==> src/rtl/missile_scheduler.sv <==
// rtl/missile_scheduler.sv - missile slot pool: fire arbitration, launch sequencing, occupancy, pixel merge
module missile_scheduler #(
    parameter int NSLOT      = 4,
    parameter int LAUNCH_CYC = 4,
    parameter int COOLDOWN   = 30,
    parameter int WAIT_MAX   = 255
) (
    input  logic                Clk,
    input  logic                Reset_n,
    input  logic                frame_clk,
    input  logic                req_p,
    input  logic                req_e,
    input  logic [9:0]          px,
    input  logic [9:0]          py,
    input  logic [9:0]          ex,
    input  logic [9:0]          ey,
    input  logic [NSLOT-1:0]    slot_explored,
    input  logic [NSLOT-1:0]    slot_is_missle,
    input  logic [16*NSLOT-1:0] slot_addr,
    output logic [NSLOT-1:0]    launch,
    output logic [9:0]          start_x,
    output logic [9:0]          start_y,
    output logic                grant_p,
    output logic                grant_e,
    output logic [NSLOT-1:0]    active,
    output logic                full,
    output logic                is_missle,
    output logic [15:0]         addr
);

    localparam int SW = (NSLOT > 1) ? $clog2(NSLOT) : 1;
    localparam int CW = $clog2(COOLDOWN + 1);
    localparam int LW = $clog2(LAUNCH_CYC + 1);
    localparam int WW = $clog2(WAIT_MAX + 1);

    typedef enum logic [1:0] {
        S_IDLE   = 2'd0,
        S_LAUNCH = 2'd1,
        S_WAIT   = 2'd2
    } state_t;

    state_t          state, state_n;
    logic            frame_q1, frame_q2, tick;
    logic            pend_p, pend_e;
    logic [CW-1:0]   cool_p, cool_e;
    logic            last_grant;          // 1: enemy got the previous shot
    logic            start_shot, win_e;
    logic            grant_now_p, grant_now_e;
    logic [SW-1:0]   slot_q, free_idx;
    logic [LW-1:0]   lau_cnt;
    logic [WW-1:0]   wait_cnt;
    logic [NSLOT-1:0] exp_q, exp_rise;
    logic [NSLOT-1:0] slot_mask, busy_mask, set_mask, clr_mask, hit;

    assign tick        = frame_q1 & ~frame_q2;
    assign full        = &active;
    assign grant_now_p = start_shot & ~win_e;
    assign grant_now_e = start_shot & win_e;
    assign exp_rise    = slot_explored & ~exp_q;
    assign clr_mask    = exp_rise & ~busy_mask;
    assign launch      = (state == S_LAUNCH) ? slot_mask : '0;

    // Frame tick: bring frame_clk into Clk domain and detect its rising edge
    always_ff @(posedge Clk or negedge Reset_n) begin
        if (!Reset_n) begin
            frame_q1 <= 1'b0;
            frame_q2 <= 1'b0;
        end else begin
            frame_q1 <= frame_clk;
            frame_q2 <= frame_q1;
        end
    end

    // Lowest free slot, decoded masks for the current shot slot and the new allocation
    always_comb begin
        free_idx  = '0;
        slot_mask = '0;
        set_mask  = '0;
        for (int i = NSLOT - 1; i >= 0; i--) begin
            if (!active[i]) free_idx = SW'(i);
        end
        for (int i = 0; i < NSLOT; i++) begin
            slot_mask[i] = (slot_q == SW'(i));
            set_mask[i]  = start_shot && (free_idx == SW'(i));
        end
        busy_mask = (state != S_IDLE) ? slot_mask : '0;
    end

    // Next-state logic and arbitration: alternate when both requesters are pending
    always_comb begin
        state_n    = state;
        start_shot = 1'b0;
        win_e      = pend_e & (~pend_p | ~last_grant);
        case (state)
            S_IDLE: begin
                if ((pend_p | pend_e) && !full) begin
                    start_shot = 1'b1;
                    state_n    = S_LAUNCH;
                end
            end
            S_LAUNCH: begin
                if (lau_cnt == LW'(LAUNCH_CYC - 1)) state_n = S_WAIT;
            end
            S_WAIT: begin
                if (!slot_explored[slot_q] || (wait_cnt == WW'(WAIT_MAX - 1)))
                    state_n = S_IDLE;
            end
            default: state_n = S_IDLE;
        endcase
    end

    // State register with the launch-hold and wait-timeout counters
    always_ff @(posedge Clk or negedge Reset_n) begin
        if (!Reset_n) begin
            state    <= S_IDLE;
            lau_cnt  <= '0;
            wait_cnt <= '0;
        end else begin
            state    <= state_n;
            lau_cnt  <= (state == S_LAUNCH) ? lau_cnt + LW'(1) : '0;
            wait_cnt <= (state == S_WAIT) ? wait_cnt + WW'(1) : '0;
        end
    end

    // Shot bookkeeping: slot, start position and grant pulses latched on IDLE->LAUNCH
    always_ff @(posedge Clk or negedge Reset_n) begin
        if (!Reset_n) begin
            slot_q     <= '0;
            start_x    <= '0;
            start_y    <= '0;
            grant_p    <= 1'b0;
            grant_e    <= 1'b0;
            last_grant <= 1'b0;
        end else begin
            grant_p <= grant_now_p;
            grant_e <= grant_now_e;
            if (start_shot) begin
                slot_q     <= free_idx;
                start_x    <= win_e ? ex : px;
                start_y    <= win_e ? ey : py;
                last_grant <= win_e;
            end
        end
    end

    // Request capture and frame cooldown; a grant reload beats a same-cycle tick
    always_ff @(posedge Clk or negedge Reset_n) begin
        if (!Reset_n) begin
            pend_p <= 1'b0;
            pend_e <= 1'b0;
            cool_p <= '0;
            cool_e <= '0;
        end else begin
            if (grant_now_p)                  pend_p <= 1'b0;
            else if (req_p && cool_p == '0)   pend_p <= 1'b1;
            if (grant_now_e)                  pend_e <= 1'b0;
            else if (req_e && cool_e == '0)   pend_e <= 1'b1;

            if (grant_now_p)                  cool_p <= CW'(COOLDOWN);
            else if (tick && cool_p != '0)    cool_p <= cool_p - CW'(1);
            if (grant_now_e)                  cool_e <= CW'(COOLDOWN);
            else if (tick && cool_e != '0)    cool_e <= cool_e - CW'(1);
        end
    end

    // Occupancy: set on allocation, clear on impact edge unless the slot is mid-shot
    always_ff @(posedge Clk or negedge Reset_n) begin
        if (!Reset_n) begin
            exp_q  <= '0;
            active <= '0;
        end else begin
            exp_q  <= slot_explored;
            active <= (active & ~clr_mask) | set_mask;
        end
    end

    // Pixel merge: lowest-index occupied slot hitting the current pixel wins
    always_comb begin
        hit       = slot_is_missle & active;
        is_missle = |hit;
        addr      = '0;
        for (int i = NSLOT - 1; i >= 0; i--) begin
            if (hit[i]) addr = slot_addr[16*i +: 16];
        end
    end

endmodule

==> config.mk <==
export PLATFORM = sky130hd
export DESIGN_NAME = missile_scheduler
export DESIGN_NICKNAME = d
export VERILOG_FILES = /design/src/rtl/missile_scheduler.sv
export SDC_FILE = /design/constraint.sdc
export NUM_CORES = 1
export LEC_CHECK = 0
export CELL_PAD_IN_SITES_DETAIL_PLACEMENT = 1
export CELL_PAD_IN_SITES_GLOBAL_PLACEMENT = 1
export CORE_ASPECT_RATIO = 1.1
export CORE_UTILIZATION = 32
export DETAILED_ROUTE_END_ITERATION = 6
export PLACE_DENSITY = 0.83
export SETUP_SLACK_MARGIN = 0.02
export SLEW_MARGIN = 20
export SYNTH_ARGS = -nofsm -noshare
export SYNTH_HDL_FRONTEND = slang
export SYNTH_SLANG_ARGS = --single-unit
==> constraint.sdc <==
create_clock -name Clk -period 4.5 [get_ports Clk]
set_input_delay 0.9 -clock Clk [delete_from_list [all_inputs] [get_ports Clk]]
set_output_delay 0.9 -clock Clk [all_outputs]
set_load 0.02 [all_outputs]
## Word level (Yosys, flattened, before mapping)

Cells that the tools add are included.

- Add/sub/neg operators: 4
- Magnitude comparators: 1
- Equal/unequal tests: 13
- Muxes and demuxes: 30
- Bitwise gates (word level): 18
- Reduce and logical (&&, ||, !) cells: 27

Operators with widths:

| kind | number |
|---|---|
| $mux W16 | 4 |
| $mux W10 | 2 |
| $mux W5 | 4 |
| $and A4 B4 Y4 | 4 |
| $mux W2 | 7 |
| $not A4 Y4 | 3 |
| $eq A2 B2 Y1 const B | 5 |
| $logic_not A5 Y1 | 2 |
| $reduce_bool A2 Y1 | 5 |
| $reduce_bool A5 Y1 | 2 |
| $sub A5 B1 Y5 const B | 2 |
| $logic_and A1 B1 Y1 | 9 |
| $add A8 B1 Y8 const B | 1 |
| $eq A8 B8 Y1 const B | 1 |
| $mux W4 | 2 |
| $mux W8 | 1 |
| $mux W1 | 7 |
| $eq A2 B1 Y1 const B | 3 |
| $logic_not A2 Y1 | 3 |
| $pmux W2 S3 | 1 |
| $and A1 B1 Y1 | 4 |
| $ne A2 B2 Y1 const B | 2 |
| $not A1 Y1 | 4 |
| $or A4 B4 Y4 | 1 |
| other kinds (12) | 14 |

- Flip-flop bits (word level): 60
- Output and inout port bits: 48
- Logic and storage cells: 110

## Depth between registers and ports, before layout

- Depth in word-level cells: 7
- Gate-level depth with buffers: 6
- Gate-level depth less buffers: 5

## Worst setup path after synthesis

OpenSTA, ideal clock, no wires.

- Path kind: in2out
- Start point: input port slot_is_missle[2]
- End point: output port addr[10]
- Arrival: 2.150 ns
- Data required time: 3.600 ns
- Path slack: 1.450 ns
- Stages: 5
- Cells stage by stage: clkbuf_1 nand2_1 clkbuf_1 a31oi_1 o21ai_0

- Longest elaborated chain between the ends: 4

RTL lines:

| what | line | source |
|---|---|---|
| start, declared | 18 | `input logic [NSLOT-1:0] slot_is_missle,` |
| $and A4 B4 Y4 | 179 | `hit = slot_is_missle & active;` |
| $mux W16 (3 in series) | 183 | `if (hit[i]) addr = slot_addr[16*i +: 16];` |
| end, declared | 28 | `output logic [15:0] addr` |

Every way passes these cells.

## Worst setup path after layout

- Start point: input port slot_is_missle[3]
- End point: output port addr[2]

- Longest elaborated chain between the ends: 5

RTL lines:

| what | line |
|---|---|
| $and A4 B4 Y4 | 179 |
| $mux W16 (4 in series) | 183 |

Every way passes these cells.

==> results <==
-- through the flow --
step                hold slack, ns  instances
CTS                         0.4449        649
global placement            0.4207        633
floorplan                   0.3952        346
global route                0.4643        650
finish                      0.4445        650
detailed placement          0.4319        633
-- report_power, final --
part           internal (uW)  switching (uW)  leakage, uW
sequential               737             188     0.000734
combinational            756             758      0.00123
clock                    487             250     0.000156
total                   1980            1200      0.00212
-- routing by layer --
layer | wire, um | vias to the layer above | track usage, % | part of all wire, %
li1 | - | 1602 | - | -
met1 | 4643 | 1650 | 23.94 | 40
met2 | 5920 | 136 | 37.82 | 51
met3 | 790 | 11 | 4.855 | 6.9
met4 | 147 | 0 | 6.418 | 1.3
met5 | 0 | - | 0 | 0
-- area by class of cell --
type / count / area (sq um) / area share (%)
Clock buffer: 9 / 225.2 / 4.110
Clock inverter: 7 / 98.84 / 1.804
Inverter: 12 / 45.04 / 0.8219
Multi-Input combinational cell: 249 / 1742 / 31.78
Sequential cell: 60 / 1501 / 27.40
Tap cell: 143 / 178.9 / 3.265
Timing Repair Buffer: 170 / 1689 / 30.82
-- flip-flops by register name (all words and copies together), names as in the netlist --
signal,cells
pend_p,1
last_grant,1
exp_q,4
frame_q1,1
state,2
slot_q,2
start_y,10
grant_e,1
wait_cnt,8
pend_e,1
cool_e,5
lau_cnt,3
frame_q2,1
start_x,10
cool_p,5
active,4
grant_p,1
-- path summary, 6_finish.rpt --
path                       depth (start not counted)          to  slack [ns]
max reg2reg                                        5  start_x[5]        2.24
max                                                5     addr[2]        0.59
min in group asynchronous                          1    frame_q1        0.54
min reg2reg                                        0    frame_q2        0.44
min                                                0    frame_q2        0.44
max in group asynchronous                          2    exp_q[0]        3.09
-- worst max-delay path: stages --
cell and delay (ns):
clkdlybuf4s50_1 0.46, and2_1 0.55, a31oi_1 0.16, o21ai_0 0.27
clkdlybuf4s50_1 0.66
-- placed cells by master (no fill, tap or decap), types with 4 or more instances in the layout --
master and instances:
a21oi_1 9, a31oi_1 17, a32o_1 16, buf_4 5
clkbuf_16 9, clkdlybuf4s50_1 163, dfrtp_1 60, ha_1 6
inv_1 11, mux2_1 8, mux2_2 32, nand2_1 30
nand2b_1 4, nand3_1 9, nor2_1 16, o21ai_0 49
or3_1 7
-- cell families (layout without fill, tap and decap cells) --
group,after synthesis,in the layout,synth area share (%)
multiplexers,41,41,13.88
XOR/XNOR,3,3,0.7711
adder cells (fa/ha/maj),6,6,2.203
AND/OR/NAND/NOR,91,91,13.73
flip-flops,60,60,44.05
buffers and inverters,37,198,4.845
AO/OA/AOI/OAI,108,108,20.52
==> flow_metrics.env <==
export IMPL_cap_violations=0
export IMPL_clk_insertion_delay_late_ns=0.32
export IMPL_fin_nets=625
export IMPL_peakVddDrop_mv=0.2995
export IMPL_critPathCaptureType="output port"
export IMPL_dp_slack_ns=0.5770
export IMPL_wl_mm=11.50
export IMPL_powerDensity_nw_per_um2=579.6
export IMPL_outcome="complete, no violations"
export IMPL_synth_edf_count=0
export IMPL_path_max_fanout=17
export IMPL_antenna_cells=0
export IMPL_synthesis_nets=469
export IMPL_power_leakage_uw=0.002117
export IMPL_crit_type="input pin to output port"
export IMPL_final_cell_area_sq_um=5480
export IMPL_start_kind="input pin"
export IMPL_fillCellCount=1165
export IMPL_dieArea_sq_um=11070
export IMPL_synth_top_cell_area_share_pct=44.05
export IMPL_track_usage_pct=20.68
export IMPL_post_route_period_util_pct=86.94
export IMPL_skew_ns=0.004923
export IMPL_rsz0062_at_grt="no"
export IMPL_cts_buffers=9
export IMPL_utilization_pct=52.73
export IMPL_synthCells=346
export IMPL_clock_fmax_mhz=255.6
export IMPL_drv_slew=0
export IMPL_hold_buffers=0
export IMPL_place_congestion=0.7498
export IMPL_drtIter0Drc=126
export IMPL_wl_per_cell_um=17.69
export IMPL_clk_pin_slew_worst_paths_ns=0.05
export IMPL_antenna_found_initial=0
export IMPL_cts_tree="yes"
export IMPL_setup_ws_ns=0.5875
export IMPL_start_util_pct=32.79
export IMPL_cts_setup_buffers=0
export IMPL_grt_first_pass_wirelength_mm=17.80
export IMPL_portBuffers=164
export IMPL_critPathRequiredTime_ns=3.60
export IMPL_die_y_um=110.2
export IMPL_netlist_area_sq_um=3408
export IMPL_synthArstFlopShare_pct=100.0
export IMPL_synthTopCellsByArea="dfrtp_1, mux2_2, o21ai_0"
export IMPL_ys_types=50
export IMPL_dpl_cell_area_sq_um=5141
export IMPL_timing_final_crit_period_ns=3.912
export IMPL_fin_setup_tns_ns=0
export IMPL_synthMostInstantiatedCell="dfrtp_1"
export IMPL_synth_top_cells_by_count="dfrtp_1, o21ai_0, mux2_2"
export IMPL_hold_class="flop to flop"
export IMPL_dr_pass1_iters=7
export IMPL_grt_pass1_vias=3595
export IMPL_yosys_warnings=0
export IMPL_vias_per_cell=5.229
export IMPL_drive_gt1_share_pct=12.03
export IMPL_worstHoldStart="frame_q1"
export IMPL_ys_ff_latch=60
export IMPL_setup_violations=0
export IMPL_yosysSeqAreaShare_pct=44.05
export IMPL_overflow=0
export IMPL_hold_viol=0
export IMPL_die_x_um=100.4
export IMPL_clock_sinks=60
export IMPL_total_power_uw=3176
export IMPL_r2r_start="active[1]"
export IMPL_worstSetupStartpoint="slot_is_missle[3]"
export IMPL_worst_pin_slew_ns=1.009
export IMPL_io_pins=165
export IMPL_cts_path_max_buffers=2
export IMPL_relSlewSlack_pct=31.80
export IMPL_core_area_sq_um=10390
export IMPL_avgSynthCellArea_sq_um=9.850
export IMPL_synthFlopType="dfrtp_1"
export IMPL_route_vias_total=3399
export IMPL_worst_endpoint_arrival_ns=3.01
export IMPL_drc=0
export IMPL_syn2layout_area_growth_pct=60.79
export IMPL_ctsRootBufferMaster="clkbuf_16"
export IMPL_cts_resized=0
export IMPL_row_count=39
export IMPL_drtAntennaViolNets=0
export IMPL_synth_largest_area_cell="dfrtp_1"
export IMPL_hpwl_mm=8.516
export IMPL_htree_num_levels=3
export IMPL_grt_max_degree=40
(Power assumes the default switching activity.)
